<file path="src/rtl/aes_dec_pkg.sv">
// Shared types and constants for the AES-128 decryption input path.
package aes_dec_pkg;

   typedef enum logic [1:0] {
      LOAD  = 2'd0,
      ISSUE = 2'd1,
      WAIT  = 2'd2
   } loader_state_t;

   localparam int AES_BLOCK_W     = 128;
   localparam int AES_WORD_W      = 32;
   localparam int AES_WORDS       = 4;
   localparam int AES_DEC_LATENCY = 14;

endpackage

</file>
<file path="src/rtl/decrypt_input_loader_latency_timer.sv">
// Loadable down-counter that measures the decryption core's fixed latency.
// It stops at zero and only runs again after the next load.
module latency_timer #(
   parameter int CNT_W = 8
) (
   input  logic             clk,
   input  logic             rst,
   input  logic             load,
   input  logic [CNT_W-1:0] load_val,
   output logic [CNT_W-1:0] count,
   output logic             zero
);

   // Load takes priority; otherwise count down and hold at zero.
   always_ff @(posedge clk) begin
      if (rst) begin
         count <= '0;
      end else if (load) begin
         count <= load_val;
      end else if (count != '0) begin
         count <= count - 1'b1;
      end
   end

   assign zero = (count == '0);

endmodule

</file>
<file path="src/rtl/decrypt_input_loader.sv">
// Feeds 32-bit ciphertext words into a 128-bit block for the AES-128
// decryption core, starts the core, and strobes when its output is valid.
//
// state | meaning
// LOAD  | accepting words; word_cnt selects the lane written next
// ISSUE | block complete; decrypt_enable high for this one cycle
// WAIT  | core running; capture fires in the cycle the timer reads zero
module decrypt_input_loader
   import aes_dec_pkg::*;
#(
   parameter int WORD_W  = AES_WORD_W,
   parameter int BLOCK_W = AES_BLOCK_W,
   parameter int LATENCY = AES_DEC_LATENCY,
   parameter int CNT_W   = 8
) (
   input  logic               clk,
   input  logic               rst,
   input  logic               in_valid,
   input  logic [WORD_W-1:0]  in_data,
   output logic               in_ready,
   input  logic               abort,
   output logic [BLOCK_W-1:0] cipher_data,
   output logic               decrypt_enable,
   output logic               busy,
   output logic               capture,
   output logic [CNT_W-1:0]   blocks_issued
);

   localparam logic [CNT_W-1:0] LAT_LOAD = CNT_W'(LATENCY - 1);
   localparam logic [CNT_W-1:0] CNT_ONE  = CNT_W'(1);

   loader_state_t    state;
   logic [1:0]       word_cnt;
   logic             tmr_load;
   logic [CNT_W-1:0] tmr_count;
   logic             tmr_zero;

   // The timer is armed in ISSUE so it reads LATENCY-1 in the first WAIT cycle.
   assign tmr_load = (state == ISSUE);

   latency_timer #(
      .CNT_W (CNT_W)
   ) u_timer (
      .clk      (clk),
      .rst      (rst),
      .load     (tmr_load),
      .load_val (LAT_LOAD),
      .count    (tmr_count),
      .zero     (tmr_zero)
   );

   assign in_ready = (state == LOAD);
   assign busy     = (state != LOAD);

   // Sequencer: word packing, core start pulse, latency wait and capture strobe.
   always_ff @(posedge clk) begin
      if (rst) begin
         state          <= LOAD;
         word_cnt       <= '0;
         cipher_data    <= '0;
         decrypt_enable <= 1'b0;
         capture        <= 1'b0;
         blocks_issued  <= '0;
      end else begin
         decrypt_enable <= 1'b0;
         capture        <= 1'b0;
         unique case (state)
            LOAD: begin
               // abort beats a simultaneous handshake; that word is dropped
               if (abort) begin
                  word_cnt <= '0;
               end else if (in_valid) begin
                  for (int i = 0; i < AES_WORDS; i++) begin
                     if (word_cnt == 2'(i)) begin
                        cipher_data[BLOCK_W-1-WORD_W*i -: WORD_W] <= in_data;
                     end
                  end
                  word_cnt <= word_cnt + 2'd1;
                  if (word_cnt == 2'd3) begin
                     state          <= ISSUE;
                     decrypt_enable <= 1'b1;
                  end
               end
            end
            ISSUE: begin
               blocks_issued <= blocks_issued + 1'b1;
               state         <= WAIT;
            end
            WAIT: begin
               // capture is registered one cycle ahead so it coincides with zero
               if (tmr_zero) begin
                  state <= LOAD;
               end else if (tmr_count == CNT_ONE) begin
                  capture <= 1'b1;
               end
            end
            default: begin
               state <= LOAD;
            end
         endcase
      end
   end

endmodule
</file>
<file path="config.mk">
export PLATFORM = sky130hd
export DESIGN_NAME = decrypt_input_loader
export DESIGN_NICKNAME = d
export VERILOG_FILES = /design/src/rtl/aes_dec_pkg.sv /design/src/rtl/decrypt_input_loader_latency_timer.sv /design/src/rtl/decrypt_input_loader.sv
export SDC_FILE = /design/constraint.sdc
export NUM_CORES = 1
export LEC_CHECK = 0
export CAP_MARGIN = 5
export CORE_AREA = 4 4 118 120
export DETAILED_ROUTE_END_ITERATION = 6
export DIE_AREA = 0 0 122 124
export PLACE_DENSITY = 0.87
export SETUP_SLACK_MARGIN = 0.4
export SLEW_MARGIN = 40
export SYNTH_ARGS = -nofsm -noshare
export SYNTH_HDL_FRONTEND = slang
export SYNTH_SLANG_ARGS = --single-unit
</file>
<file path="constraint.sdc">
create_clock -name clk -period 1.85 [get_ports clk]
set_clock_uncertainty 0.05 [all_clocks]
set_input_delay 0.2775 -clock clk [delete_from_list [all_inputs] [get_ports clk]]
set_output_delay 0.2775 -clock clk [all_outputs]
set_load 0.05 [all_outputs]
</file>
==> metrics.txt <==
status=complete, no violations; share of the synthesized area in the top cell type=50.4%; Clock transition at path regs=0.06 ns; Routed Wire Length=21.6 mm; via count of the routed design=6,491; Register Area=3020 um2; unrepaired setup endpoints after global routing=true; multi-input logic area=2890 um2; ranking of synthesized cells by area=sky130_fd_sc_hd__dfxtp_1, sky130_fd_sc_hd__a21oi_1, sky130_fd_sc_hd__nand3_1; number of global-route vias before repair=6,100; area enclosed by the die boundary=15,100 um2; antenna diode count=0; Synth warnings=0; required time of the worst setup path=2.16 ns; number of library cell types mapped by synthesis=39; Rows=42; H-tree Lvls=4; GR Util met1=32.1%; pin count of the biggest net entering global routing=74; sequential area share after synthesis=50.4%; type of element launching the critical path=flop; antenna-violating nets left=0; number of storage elements in the synthesis netlist=150; met2 routing resource usage after global routing=43.4%; final setup violation count=0; worst flop-to-flop path endpoint=cipher_data[26]; number of buffers inserted for hold repair after clock tree synthesis=0; global-route usage over all layers=26.3%; worst reg2reg path depth=8; post-route total power=8.70 mW; number of max-capacitance violations reported=0; Layout Utilization=67.9%; Worst R2R Start=state[1]; capturing element type of the critical path=flop; summed instance area of the synthesized netlist=5960 um2; GR met3 Demand/Resource=7.77%; clock tree from TritonCTS=built; residual DRC count=0; Crit Path Category=reg -> reg; grt peak-use layer=met2; Initial Utilization=45.9%; global-route wire length before repair=31.3 mm; average routed wire per standard cell=20.1 um; Final min period=1.79 ns; estimated wirelength of the detail-placed design=12.1 mm; core outline area=13,000 um2; number of buffers created by CTS=17; net count after synthesis=751; Mapped Cells=707; final period utilization=96.7%; Critical Path AT=2.10 ns; share of post-route cells with drive strength above 1=35.2%; # clock sinks=150; global route total overflow=0; cell at the root of the clock tree=sky130_fd_sc_hd__clkbuf_16; most common cell after layout, fill and taps aside=sky130_fd_sc_hd__dfxtp_1; largest fanout on the critical path=7; largest vdd supply drop=0.534 mV; first-pass iteration count of the detailed router=6; number of nets at the end of the flow=932; largest area contributor in the netlist=sky130_fd_sc_hd__dfxtp_1; final-layout fill cell count=994; minimum setup slack in the final design=0.0604 ns; Skew-Pair Late Insertion Delay=0.44 ns; endpoint of the worst hold path=cipher_data[78]; count of cells along the worst hold path=2; ports placed on the boundary=176; worst slack at placement=-0.217 ns; hold_sp=rst; number of antenna violations at the first check in global routing=0; power per standard cell area=987 nW/um2; synth-to-layout area growth=47.9%; RD Place Congestion=0.824; number of port buffers=175; type of the most critical hold path=in -> reg; register-to-register setup slack=0.06 ns; average instance area after synthesis=8.43 um2; most frequent cells in the layout=sky130_fd_sc_hd__dfxtp_1, sky130_fd_sc_hd__nand3_1, sky130_fd_sc_hd__a21oi_1, sky130_fd_sc_hd__o21ai_1, sky130_fd_sc_hd__buf_2; pins over their slew limit=0; launching element of the worst setup path=state[1]; final number of hold-violating endpoints=0; number of violations reported at the end of detailed-routing iteration 0=833; via/cell ratio=6.03; leakage power summed over all cells=3.40 nW; maximum clock frequency=559 MHz; max_slew headroom=65.9%; horizontal extent of the die=122 um; die height=124 um; CTS max path bufs=2; worst-margin pin slew=0.512 ns
[stage by stage]
step           hold slack [ns]  instance area [um2]  instances  setup TNS (ns)
2_1_floorplan            0.375                 6010        707               0
3_3_place_gp             0.410                 7880       1018          -10.84
3_5_place_dp             0.419                 7880       1018          -13.77
4_1_cts                 0.0827                 8330       1065               0
5_1_grt                  0.101                 8820       1077               0
6_report                 0.104                 8820       1077               0
[repair_timing]
item | in CTS | in global routing
setup buffers | 10 | 8
pin swaps | 8 | 20
setup endpoints to repair | 246 | 155
resized for setup | 542 | 86
gates cloned | 5 | 4
[power by group]
group / internal (mW) / switching, mW
Clock: 2.35 / 1.34
Sequential: 3.36 / 0.117
Combinational: 0.655 / 0.882
[worst max path at each step]
stage,depth (start not counted),to
5_1_grt,8,cipher_data[20]
3_3_place_gp,5,cipher_data[55]
6_report,8,cipher_data[26]
4_1_cts,4,in_ready
2_1_floorplan,6,u_timer.count[4]
3_5_place_dp,5,cipher_data[60]
[sequential cells by signal, summed over array words and instances, names as in the netlist]
signal	flops
cipher_data	128
blocks_issued	8
u_timer.count	8
state	2
word_cnt	2
capture	1
decrypt_enable	1
[critical path: stages (launching register included)]
cell                      delay, ns
sky130_fd_sc_hd__dfxtp_2       0.33
sky130_fd_sc_hd__buf_6         0.12
sky130_fd_sc_hd__buf_12        0.12
sky130_fd_sc_hd__nor4b_4       0.32
sky130_fd_sc_hd__buf_6         0.23
sky130_fd_sc_hd__buf_12        0.13
sky130_fd_sc_hd__buf_16        0.13
sky130_fd_sc_hd__nand3_1       0.10
sky130_fd_sc_hd__a21oi_1       0.17
[per-layer routing]
layer | routed length, um | up-vias | part of all wire (%)
li1 | - | 2917 | -
met1 | 8320 | 3095 | 39
met2 | 10500 | 398 | 49
met3 | 2020 | 81 | 9.3
met4 | 736 | 0 | 3.4
met5 | 0 | - | 0
[cells in the mapped netlist]
master                     count
sky130_fd_sc_hd__nand4b_1      1
sky130_fd_sc_hd__o21ai_0      36
sky130_fd_sc_hd__inv_1        10
sky130_fd_sc_hd__buf_2         2
sky130_fd_sc_hd__o31ai_1       4
sky130_fd_sc_hd__or4_1         4
sky130_fd_sc_hd__a21oi_1     140
sky130_fd_sc_hd__or4b_1        1
sky130_fd_sc_hd__o21a_1        1
sky130_fd_sc_hd__nor3b_1       1
sky130_fd_sc_hd__clkinv_1      1
sky130_fd_sc_hd__o21bai_1      1
sky130_fd_sc_hd__or2_2         2
sky130_fd_sc_hd__buf_1         5
sky130_fd_sc_hd__o21ai_1     100
sky130_fd_sc_hd__nor3_1        4
sky130_fd_sc_hd__nand3_1     130
sky130_fd_sc_hd__ha_1          8
sky130_fd_sc_hd__buf_6        11
sky130_fd_sc_hd__nor2_1        4
sky130_fd_sc_hd__buf_4        10
sky130_fd_sc_hd__mux2_2        1
sky130_fd_sc_hd__nand3b_1      1
sky130_fd_sc_hd__dfxtp_1     150
sky130_fd_sc_hd__and3_1        1
sky130_fd_sc_hd__or3b_2        1
sky130_fd_sc_hd__or3_1         5
sky130_fd_sc_hd__a31oi_1       2
sky130_fd_sc_hd__or4b_4        1
sky130_fd_sc_hd__nand4_1       2
sky130_fd_sc_hd__o211a_1       1
sky130_fd_sc_hd__nand2_1       6
sky130_fd_sc_hd__clkbuf_1     47
sky130_fd_sc_hd__nor4b_2       1
sky130_fd_sc_hd__nor4_1        3
sky130_fd_sc_hd__o211ai_1      1
sky130_fd_sc_hd__nor2b_1       4
sky130_fd_sc_hd__xnor2_1       2
sky130_fd_sc_hd__nand2b_1      2
[cell families (layout without fill, tap and decap cells)]
logic type | Yosys count | count (layout) | synth area share [%]
xor+xnor | 2 | 2 | 0.294
buf+inv | 86 | 280 | 7.47
fa+ha+maj | 8 | 8 | 1.68
simple gates | 174 | 174 | 15.6
compound gates | 286 | 286 | 24.4
flops | 150 | 150 | 50.4
mux | 1 | 1 | 0.189
[area by class of cell]
class,instances,area share (%)
inverter,11,0.568
multi-input combinational,471,32.8
timing repair buffer,237,22.8
clock buffer,23,5.42
sequential,150,34.3
clock inverter,9,1.67
tap,176,2.50
Note: power is estimated with default switching activity, not from simulation.
